$ cat config.mk
export PLATFORM = sky130hd
export DESIGN_NAME = obj_gfx_shifter
export DESIGN_NICKNAME = d
export VERILOG_FILES = /design/src/rtl/obj_gfx_shifter.sv
export SDC_FILE = /design/constraint.sdc
export NUM_CORES = 1
export LEC_CHECK = 0
export CAP_MARGIN = 15
export CORE_MARGIN = 2
export CORE_UTILIZATION = 40
export CTS_CLUSTER_DIAMETER = 40
export DETAILED_ROUTE_END_ITERATION = 8
export SLEW_MARGIN = 20
export SYNTH_ARGS = -nofsm -noshare
export SYNTH_HDL_FRONTEND = slang
export SYNTH_SLANG_ARGS = --single-unit
export TNS_END_PERCENT = 50
$ cat constraint.sdc
create_clock -name clkm_48MHZ -period 2.62 [get_ports clkm_48MHZ]
set_clock_uncertainty 0.05 [all_clocks]
set_input_delay 0.393 -clock clkm_48MHZ [delete_from_list [all_inputs] [get_ports clkm_48MHZ]]
set_output_delay 0.393 -clock clkm_48MHZ [all_outputs]
set_load 0.02 [all_outputs]
$ cat src/rtl/obj_gfx_shifter.sv
// Object graphics fetch (3 bitplanes over rom_req/rom_ack) and 3-bit QBUS pixel shifter.
// Build option: define OBJ_FETCH_SKIP_EN to skip ROM reads for slices whose INRANG=0.
module obj_gfx_shifter #(
    parameter int CHA_W       = 11,
    parameter int ACK_TIMEOUT = 40
) (
    input  logic             clkm_48MHZ,
    input  logic             RESET,
    input  logic             pix_ce,
    input  logic [2:0]       HN,
    input  logic [CHA_W-1:0] OBJ_CHA,
    input  logic             OBJ_CINV,
    input  logic             INRANG,
    output logic [CHA_W+1:0] rom_addr,
    output logic             rom_req,
    input  logic             rom_ack,
    input  logic [7:0]       rom_data,
    output logic [2:0]       QBUS,
    output logic             busy,
    output logic             overrun
);

    localparam int CNT_W = $clog2(ACK_TIMEOUT + 1);

    typedef enum logic [2:0] {IDLE, FETCH0, FETCH1, FETCH2, DONE} state_t;

    state_t           state_reg;
    state_t           state_adv;
    logic [CNT_W-1:0] tmo_cnt_reg;
    logic             rom_req_reg;
    logic [CHA_W+1:0] rom_addr_reg;
    logic [2:0]       qbus_reg;
    logic             overrun_reg;

    logic [CHA_W-1:0] req_cha_reg;
    logic             req_cinv_reg;
    logic             req_inr_reg;

    logic [2:0][7:0]  st_plane_reg;
    logic             st_cinv_reg;
    logic             st_inr_reg;

    logic [2:0][7:0]  sh_plane_reg;
    logic [2:0][7:0]  sh_plane_next;
    logic             sh_cinv_reg;
    logic             sh_cinv_next;
    logic             sh_inr_reg;
    logic             sh_inr_next;

    logic             slice_start;
    logic             fetching;
    logic             fetch_end;
    logic [1:0]       plane_idx;
    logic [7:0]       fetch_byte;
    logic [2:0]       pix_sel;
    logic [2:0]       pix_bits;

    assign slice_start = pix_ce && (HN == 3'd0);
    assign fetching    = (state_reg == FETCH0) || (state_reg == FETCH1) || (state_reg == FETCH2);
    // A plane ends on ack or when the request has been held ACK_TIMEOUT cycles.
    assign fetch_end   = rom_req_reg && (rom_ack || (tmo_cnt_reg == CNT_W'(ACK_TIMEOUT - 1)));
    assign fetch_byte  = rom_ack ? rom_data : 8'h00;

    always_comb begin
        plane_idx = 2'd0;
        state_adv = DONE;
        case (state_reg)
            FETCH0:  begin plane_idx = 2'd0; state_adv = FETCH1; end
            FETCH1:  begin plane_idx = 2'd1; state_adv = FETCH2; end
            FETCH2:  begin plane_idx = 2'd2; state_adv = DONE;   end
            default: begin plane_idx = 2'd0; state_adv = DONE;   end
        endcase
    end

    // The first pixel of a slice must come from the freshly transferred data.
    always_comb begin
        sh_plane_next = sh_plane_reg;
        sh_cinv_next  = sh_cinv_reg;
        sh_inr_next   = sh_inr_reg;
        if (slice_start) begin
            if (fetching) begin
                sh_plane_next = '0;
                sh_cinv_next  = 1'b0;
                sh_inr_next   = 1'b0;
            end else begin
                sh_plane_next = st_plane_reg;
                sh_cinv_next  = st_cinv_reg;
                sh_inr_next   = st_inr_reg;
            end
        end
    end

    assign pix_sel = sh_cinv_next ? HN : ~HN;

    generate
        for (genvar gi = 0; gi < 3; gi++) begin : g_pix
            assign pix_bits[gi] = sh_plane_next[gi][pix_sel];
        end
    endgenerate

    always_ff @(posedge clkm_48MHZ) begin
        if (RESET) begin
            state_reg    <= IDLE;
            tmo_cnt_reg  <= '0;
            rom_req_reg  <= 1'b0;
            rom_addr_reg <= '0;
            qbus_reg     <= 3'd0;
            overrun_reg  <= 1'b0;
            req_cha_reg  <= '0;
            req_cinv_reg <= 1'b0;
            req_inr_reg  <= 1'b0;
            st_plane_reg <= '0;
            st_cinv_reg  <= 1'b0;
            st_inr_reg   <= 1'b0;
            sh_plane_reg <= '0;
            sh_cinv_reg  <= 1'b0;
            sh_inr_reg   <= 1'b0;
        end else begin
            sh_plane_reg <= sh_plane_next;
            sh_cinv_reg  <= sh_cinv_next;
            sh_inr_reg   <= sh_inr_next;
            if (pix_ce) begin
                qbus_reg <= sh_inr_next ? pix_bits : 3'd0;
            end

            if (slice_start) begin
                if (fetching) begin
                    overrun_reg <= 1'b1;
                end
                req_cha_reg  <= OBJ_CHA;
                req_cinv_reg <= OBJ_CINV;
                req_inr_reg  <= INRANG;
                state_reg    <= FETCH0;
                rom_req_reg  <= 1'b0;
                tmo_cnt_reg  <= '0;
            end else if (fetching) begin
`ifdef OBJ_FETCH_SKIP_EN
                if ((state_reg == FETCH0) && !req_inr_reg) begin
                    st_plane_reg <= '0;
                    st_cinv_reg  <= req_cinv_reg;
                    st_inr_reg   <= 1'b0;
                    state_reg    <= DONE;
                end else
`endif
                if (!rom_req_reg) begin
                    // Request is raised one cycle after entering a plane, giving the low gap.
                    rom_req_reg  <= 1'b1;
                    rom_addr_reg <= {plane_idx, req_cha_reg};
                    tmo_cnt_reg  <= '0;
                end else if (fetch_end) begin
                    st_plane_reg[plane_idx] <= fetch_byte;
                    rom_req_reg  <= 1'b0;
                    tmo_cnt_reg  <= '0;
                    state_reg    <= state_adv;
                    if (state_reg == FETCH2) begin
                        st_cinv_reg <= req_cinv_reg;
                        st_inr_reg  <= req_inr_reg;
                    end
                end else begin
                    tmo_cnt_reg <= tmo_cnt_reg + CNT_W'(1);
                end
            end
        end
    end

    assign rom_req  = rom_req_reg;
    assign rom_addr = rom_addr_reg;
    assign QBUS     = qbus_reg;
    assign busy     = fetching;
    assign overrun  = overrun_reg;

endmodule

== Word level (Yosys, flattened, before mapping) ==
Cells that the tools add are included.
Widths: inputs -> output; s select.

* Register bits: 92
* Input port bits: 28
* Output and inout bits: 19
* Logic and storage cells: 76

* Add/sub/neg operators: 1
* Magnitude comparators: 3
* Eq/ne operators: 4
* Mux-type cells: 28
* Bitwise operators: 3
* Reduce and logical (&&, ||, !) cells: 17

{| class="wikitable"
|+ Operators with widths
! cell !! count
|-
| $mux 24 || 2
|-
| $bwmux 24 || 1
|-
| $demux 8 s2 || 1
|-
| $mux 8 || 2
|-
| $mux 1 || 13
|-
| $mux 6 || 2
|-
| $bmux 1 s3 || 3
|-
| $reduce_and 3->1 || 3
|-
| $add 6x1->6 const B || 1
|-
| $eq 3x2->1 const B || 2
|-
| $eq 6x6->1 const B || 1
|-
| $mux 3 || 2
|-
| $pmux 3 s2 || 1
|-
| $reduce_bool 2->1 || 3
|-
| $reduce_and 5->1 || 1
|-
| $lt 3x4->1 const B || 1
|-
| $pmux 2 s2 || 1
|-
| $reduce_and 4->1 || 1
|-
| $eq 3x1->1 const B || 1
|-
| $logic_and 1x1->1 || 3
|-
| $logic_not 3->1 || 1
|-
| $logic_or 1x1->1 || 3
|-
| $lt 2x3->1 const B || 1
|-
| $not 3->3 || 1
|-
| 4 further kinds || 5
|}

== Logic depth before layout (Yosys ltp) ==
Gate-level depths: netlist of run 1.

* Word-level depth: 9
* Depth in mapped cells: 8
* Mapped depth without buffers: 7

== Worst setup path after synthesis of run 1 ==
Ideal clock, no wire load.

* Kind: input to register
* Start point: input HN[0]
* End point: register qbus_reg[1], in the netlist QBUS[1]
* Setup time: 0.087 ns
* Arrival time: 1.908 ns
* Data required time: 2.483 ns
* Path slack: 0.575 ns
* Cell stages on the path: 7
* Path buffers: 1
* Cell sequence: or4b_1 buf_6 nand2_4 and2_1 mux2i_1 o22ai_1 o31ai_1

* Word-level cells in the longest chain between the ends: 7
* Elaborated cells on any way between the ends: 10
* Classes of those cells: mux: 7; bitwise: 1; reduce/logical: 2

{| class="wikitable"
|+ RTL lines
! item !! line !! source
|-
| from (decl) || 10 || <nowiki>input logic [2:0] HN,</nowiki>
|-
| $logic_not 3->1 || 58 || <nowiki>assign slice_start = pix_ce && (HN == 3'd0);</nowiki>
|-
| $logic_and 1x1->1 || 58 ||
|-
| $mux 1 || 80 || <nowiki>if (slice_start) begin</nowiki>
|-
| $mux 3 || 93 || <nowiki>assign pix_sel = sh_cinv_next ? HN : ~HN;</nowiki>
|-
| $bmux 1 s3 || 97 || <nowiki>assign pix_bits[gi] = sh_plane_next[gi][pix_sel];</nowiki>
|-
| $mux 1 (implied by the code) || 97 ||
|-
| $mux 3 * || 123 || <nowiki>qbus_reg <= sh_inr_next ? pix_bits : 3'd0;</nowiki>
|-
| to (signal assigned) || 123 ||
|-
| to (decl) || 32 || <nowiki>logic [2:0] qbus_reg;</nowiki>
|}

Every way passes the cells marked *; elsewhere a longest branch is shown, timed or not. The select of a mux whose other input is x is not followed.
A chain may end at the register's enable or synchronous reset.

== Worst setup path in the final report of run 1 ==
* Start point: register state_reg[0]
* End point: output busy

* Word-level cells in the longest chain between the ends: 3
* Elaborated cells on any way between the ends: 5
* Classes of those cells: eq/ne: 3; reduce/logical: 2

{| class="wikitable"
|+ RTL lines
! item !! line !! source
|-
| from (decl) || 27 || <nowiki>state_t state_reg;</nowiki>
|-
| from (signal assigned) || 154 || <nowiki>state_reg <= state_adv;</nowiki>
|-
| $eq 3x1->1 or $eq 3x2->1 (tied branches) || 59 || <nowiki>assign fetching = (state_reg == FETCH0) || (state_reg == FETCH1) || (state_reg == FETCH2);</nowiki>
|-
| $logic_or 1x1->1 || 59 ||
|-
| $logic_or 1x1->1 * || 59 ||
|-
| to (decl) || 19 || <nowiki>output logic busy,</nowiki>
|}

Every way passes the cells marked *; elsewhere a longest branch is shown, timed or not.

==> out/summary.txt, run 1 <==
Die X = 99.31 µm
Skew-Pair Late Insertion Delay = 0.36 ns
total power = 2.471 mW
Max-Cap Viols = 0
leakage power = 1.641 nW
cts hold-fix bufs = 0
synthesized cell area = 3633 µm²
Final period util = 94.40%
synthesized area per cell = 8.430 µm²
Via-to-Cell Ratio = 5.202
CP Data Arrival Time = 2.03 ns
Chip Height = 99.31 µm
Fin. Hold Viols = 0
startpoint types = register
io pins = 47
vias in the first global route = 2,844
Slew Limit Fails = 0
Worst Tran Pin Value = 0.5841 ns
Max FO, Critical Path = 10
top_reg_cell synth = dfxtp_1
pre-CTS setup slack = -0.01067 ns
number of nets in the layout = 510
H-tree depth = 3
Initial Util = 41.46%
share of cells above drive strength 1 = 8.642%
path type of the worst setup path = register to output port
Seq/Total Area, Yosys = 50.69%
ant diodes = 0
die area = 9862 µm²
Min Hold Slack = 0.4084 ns
Clock Tree Buf Depth = 2
main area contributors after synthesis = dfxtp_1 51%, nor2_1 9.1%, a21oi_1 8.0%
minimum clock period = 2.473 ns
Worst-path clk slew = 0.10 ns
CTS root buf = clkbuf_8
CTS Buf Count = 9
flop2flop setup slack = 0.44 ns
largest net degree at the start of global routing = 33
Setup violations, final = 0
Site Rows = 34
drt wl/cell = 14.27 µm
most frequent cells after synthesis = 92 x dfxtp_1, 88 x nor2_1, 69 x nand2_1
postcts setup bufs = 0
Worst Setup End Kind = output port
Synth-to-Final Area Change = 23.14%
slack of the critical path = 0.1468 ns
first-pass GRT wire length = 14,240 µm
CTS sink count = 92
DRC violations left = 0
# resized after CTS = 0
Power Density = 552.2 nW/µm²
Detailed Route WL = 8475 µm
number of synthesized register bits = 92
status = completed
post-synth cell types = 37
remaining global-route overflow = 0
Synth warnings = 0
Worst Hold Class = register to register
CP Data Required Time = 2.18 ns
Mapped Nets = 460
cell count after synthesis = 431
cell taking the most area after synthesis = dfxtp_1
Peak Freq = 0.4043 GHz
Post-synth EDFFs = 0
top-area cell type share of the netlist area = 50.69%
worst rel slew slack = 61.06%
router iterations before antenna repair = 4
top-count cell post-synth = dfxtp_1
Port Buffer Count = 46
RePlAce Congestion = 0.7954
dpl hpwl = 5741 µm
drt initial violations = 131
Final ANT Viol Nets = 0
RSZ-0062 raised after global routing = false
asr flop ratio synth = 0%
Total Routing Usage GR = 17.98%
Peak supply drop = 0.2728 mV
CTS tree = built
via count = 3,090
core area = 8763 µm²
initial antenna violation count = 0
-- cell type report --
cell class | count | area, µm²
clock buffer | 10 | 137.6
clock inverter | 6 | 46.29
fill | 839 | 4289
inverter | 1 | 3.754
multi-input combinational | 312 | 1662
sequential | 92 | 1842
tap | 108 | 135.1
timing repair buffer | 65 | 648.1
-- layer usage --
layer	part of all wire, %	global-route usage (%)	up-vias
li1	-	-	1584
met5	0	0	-
met1	50	25.56	1430
met3	4.3	3.514	11
met4	1.6	7.165	0
met2	44	26.92	65
-- path summary, 6_finish.rpt --
kind / from / cells past startpoint / to
worst max-delay path: state_reg[0] / 3 / busy
worst min-delay path: rom_addr[4] / 2 / rom_addr[4]
worst max register to register: state_reg[0] / 8 / QBUS[0]
worst min register to register: rom_addr[4] / 2 / rom_addr[4]
-- power breakdown --
| part | total (mW) | leakage (nW) | switching [mW] | internal (mW) |
|---|---|---|---|---|
| clock network | 0.906 | 0.0893 | 0.528 | 0.378 |
| logic | 0.157 | 0.810 | 0.0854 | 0.0712 |
| registers | 1.41 | 0.741 | 0.00560 | 1.40 |
-- cell usage in the layout, fill, tap and decap left out, types with 3 or more instances in the layout --
cell | Yosys | final
dfxtp_1 | 92 | 92
nor2_1 | 88 | 88
nand2_1 | 69 | 69
a21oi_1 | 58 | 58
clkdlybuf4s50_1 | 0 | 45
a22oi_1 | 25 | 25
mux2i_1 | 19 | 19
buf_4 | 1 | 15
clkbuf_8 | 0 | 10
o22ai_1 | 6 | 6
o21ai_0 | 6 | 6
nand3_1 | 4 | 4
nand4_1 | 4 | 4
buf_12 | 0 | 4
nor3b_1 | 3 | 3
and2_1 | 3 | 3
o31ai_1 | 3 | 3
and3_1 | 3 | 3
-- per-stage QoR --
step / setup TNS, ns / utilization [%] / instance area (µm²) / instances
after detailed placement: -0.01831 / 48.96 / 4290 / 578
after global routing: 0 / 51.06 / 4474 / 594
after CTS: 0 / 51.06 / 4474 / 594
after global placement: 0 / 48.96 / 4290 / 578
after floorplan: 0 / - / 3633 / 431
final: 0 / 51.06 / 4474 / 594
-- worst max-delay path, stage by stage (launching register included) --
cell and delay [ns]:
dfxtp_1 0.38, o21bai_2 0.46, inv_2 0.23, clkdlybuf4s50_1 0.59
-- kinds of logic (layout without fill, tap and decap cells) --
group | Yosys count | after routing | share of synthesized area [%]
simple gates | 188 | 188 | 22.69
compound gates | 103 | 103 | 17.22
flops | 92 | 92 | 50.69
buf+inv | 27 | 82 | 3.581
mux | 19 | 19 | 5.234
fa+ha+maj | 1 | 1 | 0.3443
xor+xnor | 1 | 1 | 0.2411
Note: power is estimated with default switching activity, not from simulation.
==> inputs of run 2 (changes only) <==
Settings changed: CORE_UTILIZATION 40 to 32.
Clock period 2.62 ns to 2.2 ns, I/O delays scaled along.
==> run 2 against run 1 <==
  * Global-route usage down 3.4 points
  * Flip-flop and latch count unchanged
  * Sequential power up 19%
  * Cell area up 7.7%
  * Critical endpoint is now QBUS[0]
  * Critical path type is now input port to register
==> out/summary.txt, run 2 (synthesized netlist as in run 1, its figures left out) <==
Chip Height = 110.6 µm
logic gate share of total power = 6.2%
Fin. Hold Viols = 0
postcts setup bufs = 0
Clock Power Share = 44.5%
drt initial violations = 196
router iterations before antenna repair = 4
met1 Use GR = 19.34%
path type of the worst setup path = input port to register
Skew-Pair Late Insertion Delay = 0.34 ns
Int Pwr = 2.647 mW
Worst Setup End Kind = register
Fin Setup TNS = 0 ns
Fill cells = 1,066
Synth-to-Final Area Change = 32.61%
minimum clock period = 2.160 ns
startpoint types = input port
CP Data Required Time = 2.41 ns
Register Area = 1842 µm²
commonest non-fill, non-tap cell in the layout = dfxtp_1
first-pass GRT wire length = 14,540 µm
Power Density = 706.6 nW/µm²
cts hold-fix bufs = 0
Final ANT Viol Nets = 0
flop2flop setup slack = 0.34 ns
via count = 3,172
Total Routing Usage GR = 14.62%
Final period util = 98.18%
initial antenna violation count = 0
Worst-path clk slew = 0.06 ns
share of cells above drive strength 1 = 12.75%
Max FO, Critical Path = 18
dpl cell area = 4483 µm²
CTS root buf = clkbuf_16
CP Data Arrival Time = 2.37 ns
area of the multi-input gates = 1714 µm²
DRC violations left = 0
final core occ = 43.87%
register share of total power = 49.2%
Worst Tran Pin Value = 0.6342 ns
Slew Limit Fails = 0
grt met2 use = 22.37%
GRT Max-Usage Layer = met2
largest net degree at the start of global routing = 34
Site Rows = 38
CTS tree = built
leakage power = 1.775 nW
Detailed Route WL = 8995 µm
number of nets in the layout = 527
Die X = 110.6 µm
drt wl/cell = 14.01 µm
M3 GR Usage = 3.513%
worst rel slew slack = 57.72%
slack of the critical path = 0.04000 ns
Max-Cap Viols = 0
H-tree depth = 3
P_sw = 0.7575 mW
io pins = 47
Setup violations, final = 0
Initial Util = 33.08%
CTS Buf Count = 9
most frequent cells in the layout = 92 x dfxtp_1, 88 x nor2_1, 69 x nand2_1
status = completed
Port Buffer Count = 46
ant diodes = 0
Peak Freq = 0.4630 GHz
pre-CTS setup slack = -0.3899 ns
Min Hold Slack = 0.4023 ns
Sw Share = 22.25%
dpl hpwl = 6164 µm
Worst Hold Class = register to register
vias in the first global route = 2,969
Clock Tree Buf Depth = 2
CTS sink count = 92
fin area = 4818 µm²
die area = 12,220 µm²
Via-to-Cell Ratio = 4.941
core area = 10,980 µm²
RePlAce Congestion = 0.8208
Peak supply drop = 0.3651 mV
remaining global-route overflow = 0
==> run 2: cell types whose count changed in the layout (fill, tap and decap cells not counted), moves of 2 or more <==
cell       before  now
buf_4          15   29
clkbuf_8       10    0
clkbuf_16       0    9
mux2i_1        19   16
buf_12          4    6
mux2i_4         0    2
==> run 2: timing repair <==
item,4_1_cts,5_1_grt
pin swaps,0,5
gates cloned,0,1
setup endpoints to repair,2,4
resized for setup,3,5
==> run 2: critical path: stages <==
cell             delay, ns
clkdlybuf4s50_1       0.43
or4b_4                0.63
nor2_8                0.13
buf_12                0.15
a22oi_1               0.09
mux2i_1               0.24
o22ai_1               0.12
o31ai_1               0.25
==> run 2: path summary, 6_finish.rpt <==
check | startpoint | end | depth (start not counted)
setup / recovery | HN[2] | QBUS[0] | 8
hold / removal | req_cha_reg[8] | rom_addr[8] | 2
setup reg to reg | state_reg[2] | QBUS[0] | 8
hold reg to reg | req_cha_reg[8] | rom_addr[8] | 2
==> run 2: power groups by stage <==
stage	clock network, mW	logic [mW]	registers, mW
6_report	1.52	0.212	1.68
3_5_place_dp	0	0.204	1.71
4_1_cts	1.55	0.207	1.68
5_1_grt	1.61	0.230	1.68
2_1_floorplan	0	0.0962	1.72
3_3_place_gp	0	0.203	1.71
==> run 2: through the flow <==
stage               instances  power, mW
finish                    642      3.405
global route              642      3.521
CTS                       642      3.435
detailed placement        627      1.918
global placement          627      1.917
floorplan                 431      1.811
==> run 2: metal layers <==
layer,wire length [µm],up-vias
met4,220,0
met2,3966,58
met3,340,17
met5,0,-
met1,4467,1485
li1,-,1612
==> run 2: cell type report <==
class | count | share of cell area, %
clock buffers | 9 | 4.674
clock inverters | 6 | 1.350
multi-input cells | 313 | 35.58
well taps | 140 | 3.635
flip-flops and latches | 92 | 38.22
repair buffers | 81 | 16.46
inverters | 1 | 0.07790
==> inputs of run 3 (changes only) <==
Settings changed: ABC_AREA from default to 1, CAP_MARGIN 15 to default.
==> run 3 against run 2 <==
  * First-iteration DRC count increased by 90%
  * Setup slack improved by 0.086 ns
  * Total power is 4.9% higher
  * Count of clock-buffer cells in the layout rose by 1
  * Global-route usage increased by 1.2 points
  * Critical path type is now register to output port
==> out/summary.txt, run 3 <==
Clock Tree Buf Depth = 2
register share of total power = 47.7%
cell taking the most area after synthesis = dfxtp_1
top_reg_cell synth = dfxtp_1
vias in the first global route = 3,279
number of synthesized register bits = 92
status = completed
family with the most delay on the worst path = buffers and inverters
ant diodes = 0
Worst Tran Pin Value = 0.4308 ns
worst rel slew slack = 71.06%
Worst Hold Class = register to register
synthesized cell area = 3716 µm²
Peak supply drop = 0.4362 mV
Crit-path slowest cell = clkdlybuf4s50_1
post-placement cell count = 690
number of nets in the layout = 587
core area = 11,370 µm²
Sw Share = 23.73%
Power Density = 740.7 nW/µm²
final core occ = 42.41%
dpl hpwl = 6716 µm
share of cells above drive strength 1 = 12.43%
first-pass GRT wire length = 15,970 µm
Final ANT Viol Nets = 0
Synth warnings = 0
Mapped Nets = 522
Chip Height = 111.8 µm
pre-CTS setup slack = -0.09827 ns
Int Pwr = 2.724 mW
asr flop ratio synth = 0%
slowest stage delay, CP = 0.64 ns
post-synth cell types = 30
most frequent cells after synthesis = 100 x nor2_1, 92 x dfxtp_1, 69 x nand2_1
Fin. Hold Viols = 0
io pins = 47
crit-path cells = inv_1, nand2_1, nand2_2, clkdlybuf4s50_1
Detailed Route WL = 9386 µm
Non-Filler Instances = 706
Clock Power Share = 43.3%
Total Routing Usage GR = 15.81%
Worst Setup End Kind = output port
WP buf/inv = 2
Synth-to-Final Area Change = 29.76%
minimum clock period = 2.074 ns
P_sw = 0.8477 mW
slack of the critical path = 0.1260 ns
path type of the worst setup path = register to output port
cts hold-fix bufs = 0
Port Buffer Count = 46
commonest non-fill, non-tap cell in the layout = nor2_1
CP Data Required Time = 1.82 ns
cell count after synthesis = 493
Via-to-Cell Ratio = 4.823
CP Data Arrival Time = 1.69 ns
total power = 3.572 mW
Post-synth EDFFs = 0
Die X = 111.8 µm
Skew-Pair Late Insertion Delay = 0.34 ns
Slew Limit Fails = 0
Fill cells = 1,161
RePlAce Congestion = 0.8990
top-area cell type share of the netlist area = 49.56%
CTS root buf = clkbuf_16
router iterations before antenna repair = 6
synthesized area per cell = 7.538 µm²
main area contributors after synthesis = dfxtp_1 50%, nor2_1 10%, o21ai_0 7.3%
CTS tree = built
top-count cell post-synth = nor2_1
Initial Util = 32.68%
Max FO, Critical Path = 4
drt initial violations = 373
H-tree depth = 3
die area = 12,490 µm²
CTS Buf Count = 9
largest net degree at the start of global routing = 49
Setup violations, final = 0
Worst-path clk slew = 0.07 ns
Max-Cap Viols = 0
drt wl/cell = 13.29 µm
initial antenna violation count = 0
Peak Freq = 0.4822 GHz
Fin Setup TNS = 0 ns
Site Rows = 39
logic gate share of total power = 9.0%
most frequent cells in the layout = 100 x nor2_1, 92 x dfxtp_1, 68 x nand2_1
startpoint types = register
DRC violations left = 0
via count = 3,405
leakage power = 1.972 nW
Seq/Total Area, Yosys = 49.56%
remaining global-route overflow = 0
CTS sink count = 92
RSZ-0062 raised after global routing = false
Final period util = 94.27%
## run 3: cell count changes after synthesis, moves of 8 or more
cell      change
a21oi_1      -28
o21ai_0      +48
a22oi_1      -14
clkbuf_1      -8
inv_1        +27
mux2i_1      -19
buf_2         +8
nand3_1      +36
nor2_1       +12
## run 3: timing repair
action                     CTS  global route
setup buffers                0             0
setup endpoints to repair    0             1
resized for setup            0             1
## run 3: tightest hold or removal path, stage by stage, from the launching register on
cell     delay (ns)
dfxtp_1        0.30
inv_1          0.05
a21oi_1        0.05
## run 3: cells by family after synthesis
logic type | count (synthesis) | synth area share, %
DFF | 92 | 49.56
buffers and inverters | 59 | 6.902
AOI/OAI and AO/OA | 113 | 17.00
adders and majority gates | 1 | 0.3366
and+or+nand+nor | 226 | 25.72
xor gates and xnor gates | 2 | 0.4715
## run 3: final timing paths
path / start / end / slack, ns / cells after the start
setup / recovery: state_reg[2] / busy / 0.13 / 4
hold / removal: st_plane_reg[15] / st_plane_reg[15] / 0.40 / 2
setup reg to reg: state_reg[2] / QBUS[2] / 0.30 / 11
hold reg to reg: st_plane_reg[15] / st_plane_reg[15] / 0.40 / 2
## run 3: power by group through the flow
stage | logic [mW] | clock network (mW) | registers (mW)
after global routing | 0.355 | 1.66 | 1.71
after floorplan | 0.162 | 0 | 1.76
after CTS | 0.321 | 1.58 | 1.71
after detailed placement | 0.318 | 0 | 1.74
final | 0.320 | 1.55 | 1.71
after global placement | 0.315 | 0 | 1.74
## run 3: layout make-up
class	count	area, µm²	area share, %
sequential	92	1842	38.19
clock inverter	6	71.32	1.479
inverter	32	120.1	2.491
timing repair buffer	81	760.7	15.78
clock buffer	10	229.0	4.748
multi-input combinational	342	1620	33.60
tap	143	178.9	3.710
## run 3: metal layers
layer | vias to the layer above | track usage (%) | wire (µm)
met4 | 0 | 5.597 | 97
met5 | - | 0 | 0
met2 | 85 | 25.54 | 4313
met1 | 1559 | 20.84 | 4574
met3 | 7 | 3.593 | 401
li1 | 1754 | - | -
## run 3: through the flow
step | hold slack (ns) | instance area (µm²)
detailed placement | 0.3921 | 4519
global route | 0.4292 | 4822
global placement | 0.3874 | 4519
finish | 0.3988 | 4822
floorplan | 0.3745 | 3716
CTS | 0.4012 | 4820
